**config.mk**
```make
export PLATFORM = sky130hd
export DESIGN_NAME = udp_tx_sched
export DESIGN_NICKNAME = d
export VERILOG_FILES = /design/src/rtl/udp_tx_sched_pkg.sv /design/src/rtl/udp_tx_sched_frame_timer.sv /design/src/rtl/udp_tx_sched.sv
export SDC_FILE = /design/constraint.sdc
export NUM_CORES = 1
export LEC_CHECK = 0
export CORE_UTILIZATION = 57
export CTS_CLUSTER_SIZE = 24
export DETAILED_ROUTE_END_ITERATION = 10
export GPL_ROUTABILITY_DRIVEN = 0
export PLACE_DENSITY = 0.84
export SYNTH_ARGS = -nofsm -noshare
export SYNTH_HDL_FRONTEND = slang
export SYNTH_SLANG_ARGS = --single-unit
```
**constraint.sdc**
```tcl
create_clock -name clk_125m -period 3.2 [get_ports clk_125m]
set_clock_uncertainty 0.05 [all_clocks]
set_input_delay 0.64 -clock clk_125m [delete_from_list [all_inputs] [get_ports clk_125m]]
set_output_delay 0.64 -clock clk_125m [all_outputs]
set_load 0.02 [all_outputs]
```
**src/rtl/udp_tx_sched_pkg.sv**
```systemverilog
// Shared types and constants for the UDP transmit scheduler.
// Optional sample-frame header: define UDP_TX_SCHED_HDR_EN.
package udp_sched_pkg;

  typedef enum logic [1:0] {
    ST_IDLE  = 2'd0,
    ST_START = 2'd1,
    ST_SEND  = 2'd2,
    ST_GAP   = 2'd3
  } sched_state_e;

  typedef enum logic {
    SRC_SAMPLE = 1'b0,
    SRC_REPORT = 1'b1
  } sched_src_e;

  localparam logic [7:0]  RPT_MAGIC0 = 8'hA5;
  localparam logic [7:0]  RPT_MAGIC1 = 8'h5A;
  localparam logic [7:0]  HDR_MAGIC0 = 8'h5A;
  localparam logic [7:0]  HDR_MAGIC1 = 8'hA5;
  localparam logic [15:0] RPT_LEN    = 16'd6;
  localparam logic [15:0] HDR_LEN    = 16'd4;

  // Byte at position idx of a frequency-report frame.
  function automatic logic [7:0] report_byte(input logic [15:0] idx, input logic [31:0] freq);
    logic [7:0] b;
    case (idx)
      16'd0:   b = RPT_MAGIC0;
      16'd1:   b = RPT_MAGIC1;
      16'd2:   b = freq[31:24];
      16'd3:   b = freq[23:16];
      16'd4:   b = freq[15:8];
      16'd5:   b = freq[7:0];
      default: b = '0;
    endcase
    return b;
  endfunction

  // Byte at position idx of the sample-frame header.
  function automatic logic [7:0] header_byte(input logic [15:0] idx, input logic [15:0] seq);
    logic [7:0] b;
    case (idx)
      16'd0:   b = HDR_MAGIC0;
      16'd1:   b = HDR_MAGIC1;
      16'd2:   b = seq[15:8];
      16'd3:   b = seq[7:0];
      default: b = '0;
    endcase
    return b;
  endfunction

endpackage

```
**src/rtl/udp_tx_sched_frame_timer.sv**
```systemverilog
// Shared down-counter used for both the inter-frame gap and the frame timeout.
module udp_frame_timer #(
  parameter int unsigned W = 18
) (
  input  logic         clk_i,
  input  logic         rst_i,
  input  logic         load_i,
  input  logic [W-1:0] load_val_i,
  output logic         expired_o
);

  logic [W-1:0] cnt_q;

  // Load on request, otherwise count down and park at zero.
  always_ff @(posedge clk_i) begin
    if (rst_i) begin
      cnt_q <= '0;
    end else if (load_i) begin
      cnt_q <= load_val_i;
    end else if (cnt_q != '0) begin
      cnt_q <= cnt_q - 1'b1;
    end
  end

  assign expired_o = (cnt_q == '0);

endmodule

```
**src/rtl/udp_tx_sched.sv**
```systemverilog
// Transmit scheduler: arbitrates FIFO sample frames and frequency-report
// frames onto the UDP engine with inter-frame gap and timeout recovery.
// Optional sample header (sequence number): define UDP_TX_SCHED_HDR_EN.
module udp_tx_sched
  import udp_sched_pkg::*;
#(
  parameter int unsigned SAMPLE_LEN     = 1024,
  parameter int unsigned GAP_CYCLES     = 64,
  parameter int unsigned TIMEOUT_CYCLES = 200000
) (
  input  logic        clk_125m,
  input  logic        rst,
  input  logic [12:0] fifo_rd_count,
  output logic        fifo_rd_en,
  input  logic [7:0]  fifo_dout,
  input  logic [31:0] wave_freq,
  input  logic        freq_valid,
  output logic        tx_start_en,
  output logic [15:0] tx_byte_num,
  output logic [7:0]  tx_data,
  input  logic        tx_req,
  input  logic        tx_done,
  output logic        busy,
  output logic        err_timeout
);

`ifdef UDP_TX_SCHED_HDR_EN
  localparam logic [15:0] SMP_HDR = HDR_LEN;
`else
  localparam logic [15:0] SMP_HDR = '0;
`endif
  localparam logic [15:0]  SMP_TOTAL = 16'(SAMPLE_LEN) + SMP_HDR;
  localparam int unsigned  TMR_MAX   = (TIMEOUT_CYCLES > GAP_CYCLES) ? TIMEOUT_CYCLES : GAP_CYCLES;
  localparam int unsigned  TMR_W     = $clog2(TMR_MAX + 1);

  sched_state_e state_q, state_d;
  sched_src_e   src_q, src_d;
  sched_src_e   last_src_q, last_src_d;
  logic         rpt_pend_q, rpt_pend_d;
  logic [31:0]  rpt_freq_q, rpt_freq_d;
  logic [31:0]  frame_freq_q, frame_freq_d;
  logic [15:0]  byte_num_q, byte_num_d;
  logic [15:0]  idx_q, idx_d;
  logic [7:0]   data_q, data_d;
  logic         rd_pend_q, rd_pend_d;
  logic         err_q, err_d;
`ifdef UDP_TX_SCHED_HDR_EN
  logic [15:0]  seq_q, seq_d;
`endif

  logic             smp_ok;
  logic             req_ok;
  logic             fifo_byte;
  logic             tmr_load;
  logic [TMR_W-1:0] tmr_val;
  logic             tmr_expired;
  sched_src_e       sel;

  udp_frame_timer #(.W(TMR_W)) u_timer (
    .clk_i      (clk_125m),
    .rst_i      (rst),
    .load_i     (tmr_load),
    .load_val_i (tmr_val),
    .expired_o  (tmr_expired)
  );

  assign smp_ok = ({3'b000, fifo_rd_count} >= 16'(SAMPLE_LEN));
  assign req_ok = (state_q == ST_SEND) && tx_req && (idx_q < byte_num_q);
`ifdef UDP_TX_SCHED_HDR_EN
  assign fifo_byte = (src_q == SRC_SAMPLE) && (idx_q >= SMP_HDR);
`else
  assign fifo_byte = (src_q == SRC_SAMPLE);
`endif

  assign fifo_rd_en  = req_ok && fifo_byte;
  assign tx_start_en = (state_q == ST_START);
  assign busy        = (state_q != ST_IDLE);
  assign tx_byte_num = byte_num_q;
  assign err_timeout = err_q;
  // FIFO bytes arrive one cycle after the strobe; generated bytes are registered to line up.
  assign tx_data     = rd_pend_q ? fifo_dout : data_q;

  // Next-state logic: arbitration, byte sequencing, gap and timeout handling.
  always_comb begin
    state_d      = state_q;
    src_d        = src_q;
    last_src_d   = last_src_q;
    rpt_pend_d   = rpt_pend_q;
    rpt_freq_d   = rpt_freq_q;
    frame_freq_d = frame_freq_q;
    byte_num_d   = byte_num_q;
    idx_d        = idx_q;
    data_d       = '0;
    rd_pend_d    = fifo_rd_en;
    err_d        = err_q;
`ifdef UDP_TX_SCHED_HDR_EN
    seq_d        = seq_q;
`endif
    tmr_load     = 1'b0;
    tmr_val      = '0;
    sel          = SRC_SAMPLE;

    if (freq_valid) begin
      rpt_freq_d = wave_freq;
      rpt_pend_d = 1'b1;
    end

    case (state_q)
      ST_IDLE: begin
        if (rpt_pend_q || smp_ok) begin
          sel        = (rpt_pend_q && !(smp_ok && last_src_q == SRC_REPORT)) ? SRC_REPORT : SRC_SAMPLE;
          src_d      = sel;
          last_src_d = sel;
          idx_d      = '0;
          state_d    = ST_START;
          tmr_load   = 1'b1;
          tmr_val    = TMR_W'(TIMEOUT_CYCLES - 1);
          if (sel == SRC_REPORT) begin
            byte_num_d   = RPT_LEN;
            // Snapshot the report so a strobe arriving now stays pending for the next frame.
            frame_freq_d = rpt_freq_q;
            if (!freq_valid) rpt_pend_d = 1'b0;
          end else begin
            byte_num_d = SMP_TOTAL;
          end
        end
      end
      ST_START: begin
        state_d = ST_SEND;
      end
      ST_SEND: begin
        if (req_ok) begin
          idx_d = idx_q + 16'd1;
          if (!fifo_byte) begin
`ifdef UDP_TX_SCHED_HDR_EN
            data_d = (src_q == SRC_REPORT) ? report_byte(idx_q, frame_freq_q) : header_byte(idx_q, seq_q);
`else
            data_d = report_byte(idx_q, frame_freq_q);
`endif
          end
        end
        if (tx_done) begin
          state_d  = ST_GAP;
          tmr_load = 1'b1;
          tmr_val  = TMR_W'(GAP_CYCLES - 1);
`ifdef UDP_TX_SCHED_HDR_EN
          if (src_q == SRC_SAMPLE) seq_d = seq_q + 16'd1;
`endif
        end else if (tmr_expired) begin
          err_d    = 1'b1;
          state_d  = ST_GAP;
          tmr_load = 1'b1;
          tmr_val  = TMR_W'(GAP_CYCLES - 1);
        end
      end
      ST_GAP: begin
        if (tmr_expired) state_d = ST_IDLE;
      end
      default: state_d = ST_IDLE;
    endcase
  end

  // State registers with synchronous reset.
  always_ff @(posedge clk_125m) begin
    if (rst) begin
      state_q      <= ST_IDLE;
      src_q        <= SRC_SAMPLE;
      last_src_q   <= SRC_SAMPLE;
      rpt_pend_q   <= 1'b0;
      rpt_freq_q   <= '0;
      frame_freq_q <= '0;
      byte_num_q   <= '0;
      idx_q        <= '0;
      data_q       <= '0;
      rd_pend_q    <= 1'b0;
      err_q        <= 1'b0;
    end else begin
      state_q      <= state_d;
      src_q        <= src_d;
      last_src_q   <= last_src_d;
      rpt_pend_q   <= rpt_pend_d;
      rpt_freq_q   <= rpt_freq_d;
      frame_freq_q <= frame_freq_d;
      byte_num_q   <= byte_num_d;
      idx_q        <= idx_d;
      data_q       <= data_d;
      rd_pend_q    <= rd_pend_d;
      err_q        <= err_d;
    end
  end

`ifdef UDP_TX_SCHED_HDR_EN
  // Sample-frame sequence number.
  always_ff @(posedge clk_125m) begin
    if (rst) seq_q <= '0;
    else     seq_q <= seq_d;
  end
`endif

endmodule

```
# After elaboration in Yosys (flattened, before gate mapping)
# Index checks and enable logic that the tools add are counted.
# word_totals
regBits	128
mem_count	0
word_cells	78
in_bits	58
output_inout_bits	28
latch_bits	0
romBits	0
ramBits	0
# op_classes
n_shift	0
n_lt_le_gt_ge	2
n_mux	27
multipliers	0
n_addsub	2
n_bitwise	4
div_mod_pow	0
eq_ne	12
reduce_logical	20
# ops
op	n
$mux 18	3
$pmux 8 s6	1
$pmux 18 s2	1
$eq 16x2->1 const B	2
$eq 16x3->1 const B	2
$mux 16	2
$pmux 16 s2	1
$logic_not 18->1	1
$reduce_bool 18->1	1
$sub 18x1->18 const B	1
$add 16x1->16 const B	1
$eq 16x1->1 const B	1
$logic_not 16->1	1
$lt 16x16->1	1
$ge 13x11->1 const B	1
$mux 6	2
$reduce_and 3->1	4
$mux 11	1
$mux 1	9
$mux 2	4
$mux 8	1
$pmux 2 s4	1
$ne 2x2->1 const B	3
$reduce_bool 2->1	3
other kinds (11)	19

# Longest topological paths before layout
# depth
depth_word	8
depth_mapped	8
ltp_nobuf	7

# Hierarchy
# From an unflattened synthesis, not the netlist that was laid out.
# hier_totals
cells_unflattened	587
area_unflattened_um2	5132.4
# by_module_without_submodules
mod	area_per_inst_um2	n_inst	seq_area_each_um2	cells_each
udp_tx_sched	4139.0	1	1901.8	462
udp_frame_timer	993.5	1	360.3	125

# Worst setup path before layout
# Ideal clock, no wire load.
# synth_path
path_kind	register -> output
from	reg idx_q[6]
to	out fifo_rd_en
t_arrival_ns	1.772
path_slack_ns	0.738
n_path_buf	1
path_stages_with_launch	6
required_ns	2.510
cell_sequence	dfxtp_1 > or4_4 > a2111oi_4 > o21ai_1 > buf_2 > nor2_1
# synth_via
elab_chain_cells	3
# synth_rtl
item	line_no	text
start: declaration	udp_tx_sched.sv:43	logic [15:0] idx_q, idx_d;
start signal: assignment	udp_tx_sched.sv:185	idx_q <= idx_d;
$lt 16x16->1	udp_tx_sched.sv:68	assign req_ok = (state_q == ST_SEND) && tx_req && (idx_q < byte_num_q);
$logic_and 1x1->1	udp_tx_sched.sv:68	
$logic_and 1x1->1	udp_tx_sched.sv:75	assign fifo_rd_en = req_ok && fifo_byte;
end: declaration	udp_tx_sched.sv:14	output logic fifo_rd_en,
# No other way between the ends.

# Final worst setup path
# Ends and elaborated chain as after synthesis.

==> results_dict.tcl <==
set metrics [dict create \
    status "completed" \
    clkLatencyLatePin_ns 0.51 \
    start_util_pct 58.5 \
    die_h_um 96.4 \
    die_area_um2 9290 \
    rows 34 \
    ys.flop_type "dfxtp_1" \
    cts_resized 1 \
    grt_max_degree 43 \
    worst_pin_slew_ns 0.963 \
    cts_setup_buffers 0 \
    setup_tns_ns 0 \
    p_per_area_nw_per_um2 768 \
    io_pins 86 \
    dp.cells 729 \
    antenna_found_initial 0 \
    wl_per_cell_um 16.5 \
    p_leak_nw 2.49 \
    startpoint "idx_q[6]" \
    diodes 0 \
    drt-pass1-iter-count 8 \
    netlist.area_leader.share_pct 44.6 \
    hold_ws_ns 0.401 \
    ir_worst_vdd_mv 0.446 \
    drt-total-wl_mm 12.5 \
    worstPathRequired_ns 2.51 \
    synth_seq_area_share_pct 44.6 \
    avgSynthCellArea_um2 8.74 \
    synthDistinctLibCells 49 \
    r2r_slack_ns 0.73 \
    cap_violations 0 \
    io_buffer_count 62 \
    cp_max_fo 5 \
    worstSetupPathType "flop to output port" \
    cp-end-kind "output port" \
    via_count 4509 \
    path_clk_slew_ns 0.06 \
    gr-usage-all-layers_pct 28.3 \
    cts_tree "built" \
    yosys.area.top_type "dfxtp_1" \
    mostFrequentLayoutCells "dfxtp_1 (113), nand2_1 (89), nor2_1 (61)" \
    reg2reg_to "state_q[0]" \
    dp_hpwl_mm 7.91 \
    cts_root_buf "clkbuf_8" \
    grt_overflow 0 \
    timing.final.crit_share_pct 97.7 \
    drt_iter0_markers 265 \
    h-tree-depth 4 \
    fillers 608 \
    final_cells 761 \
    grt_pass1_vias 4288 \
    maxSlewViolCount 0 \
    synth_area_um2 5080 \
    numCtsBuffers 17 \
    worstPathArrival_ns 2.44 \
    finalSetupViolCount 0 \
    worstHoldPathType "flop to flop" \
    hold_buffers 0 \
    critPathCapture "fifo_rd_en" \
    fmax_ghz 0.320 \
    slew_headroom_pct 35.8 \
    layout-drive-gt1-share_pct 10.3 \
    synth-seq-cells 113 \
    rsz0062_at_grt "no" \
    ys.warnings.count 0 \
    core_um2 8680 \
    grt_pass1_wl_mm 20.0 \
    viasPerCell 5.93 \
    final_common_cell "dfxtp_1" \
    clkSinkCount 113 \
    antenna_left 0 \
    hold_viol 0 \
    r2r-start "u_timer.cnt_q[0]" \
    async_flop_share_pct 0 \
    layout_min_cycle_time_ns 3.13 \
    drc 0 \
    r2r_cells 7 \
    synthCells 581 \
    area_growth_pct 25.5 \
    synth_edf_count 0 \
    die_width_um 96.4 \
    clockBufferDepth 2 \
    layout.nets 710 \
    synth.area.top_cells "dfxtp_1 (45%), mux2i_1 (7.5%), nand2_1 (6.6%), a21oi_1 (5.4%), nor2_1 (4.5%)" \
    cp-start-kind "flop" \
]
worst min path at each step:
stage                     slack, ns                to  cells after the start           start
after floorplan                0.38   frame_freq_q[0]                      2   rpt_freq_q[0]
after global placement         0.39   frame_freq_q[9]                      2   rpt_freq_q[9]
after detailed placement       0.40   frame_freq_q[0]                      2   rpt_freq_q[0]
after CTS                      0.40  frame_freq_q[30]                      2  rpt_freq_q[30]
after global routing           0.42   frame_freq_q[5]                      2   rpt_freq_q[5]
final                          0.40  frame_freq_q[30]                      2  rpt_freq_q[30]
flip-flops by register name, indices dropped and copies added (netlist names):
signal,flops
frame_freq_q,32
data_q,8
rpt_pend_q,1
err_timeout,1
rpt_freq_q,32
u_timer.cnt_q,18
rd_pend_q,1
tx_byte_num,2
state_q,2
idx_q,16
layout make-up:
| cell class | count | area, um^2 | share of cell area (%) |
|---|---|---|---|
| Clock buffer | 18 | 418 | 6.56 |
| Clock inverter | 14 | 229 | 3.59 |
| Inverter | 12 | 45.0 | 0.707 |
| Multi-Input combinational cell | 422 | 2580 | 40.5 |
| Sequential cell | 113 | 2260 | 35.5 |
| Tap cell | 108 | 135 | 2.12 |
| Timing Repair Buffer | 74 | 699 | 11.0 |
power by group:
group          total, mW  switching [mW]  internal [mW]
registers           1.66           0.122           1.54
clock network       2.06           0.702           1.36
logic               1.18           0.717          0.461
total               4.90            1.54           3.35
critical path, stage by stage (launching register included):
cell	delay, ns
dfxtp_1	0.34
or4_4	0.57
a2111oi_4	0.34
o21ai_1	0.16
nor2_1	0.15
dlygate4sd2_1	0.36
layer usage:
layer	track usage, %	share of wire [%]	up-vias
met5	0	0	-
met4	14.3	2.9	0
met3	7.28	6.1	36
met2	48.9	51	213
met1	32.4	40	2128
li1	-	-	2132
logic make-up after synthesis:
logic type,synth area share (%)
DFF,44.6
other,0.0739
and+or+nand+nor,21.6
muxes,9.27
xor gates and xnor gates,2.07
buffers and inverters,5.42
AOI/OAI and AO/OA,14.0
adders and majority gates,2.96
Yosys cell counts, types with 4 or more instances:
cell type	instances
dfxtp_1	113
nand2_1	89
nor2_1	61
a21oi_1	55
mux2i_1	38
clkbuf_1	27
buf_4	15
a221oi_1	12
ha_1	12
a211oi_1	11
inv_1	11
o21ai_0	10
nor4_1	9
xnor2_1	9
and3_1	8
mux2_2	8
nand3_1	8
a31oi_1	7
or3_1	7
nand4_1	6
or2_2	6
and2_1	5
nor3_1	5
nand2b_1	4
o31ai_1	4
or4_1	4
stage by stage:
stage               setup slack, ns  utilization (%)  total power, mW  cell area, um^2
floorplan                     0.738                -             2.45             5120
global placement              0.203             66.0             2.77             5730
detailed placement            0.204             66.0             2.82             5730
CTS                          0.0772             73.4             4.90             6370
global route                0.00840             73.4             5.09             6370
finish                       0.0738             73.4             4.90             6370
Note: power is estimated with default switching activity, not from simulation.
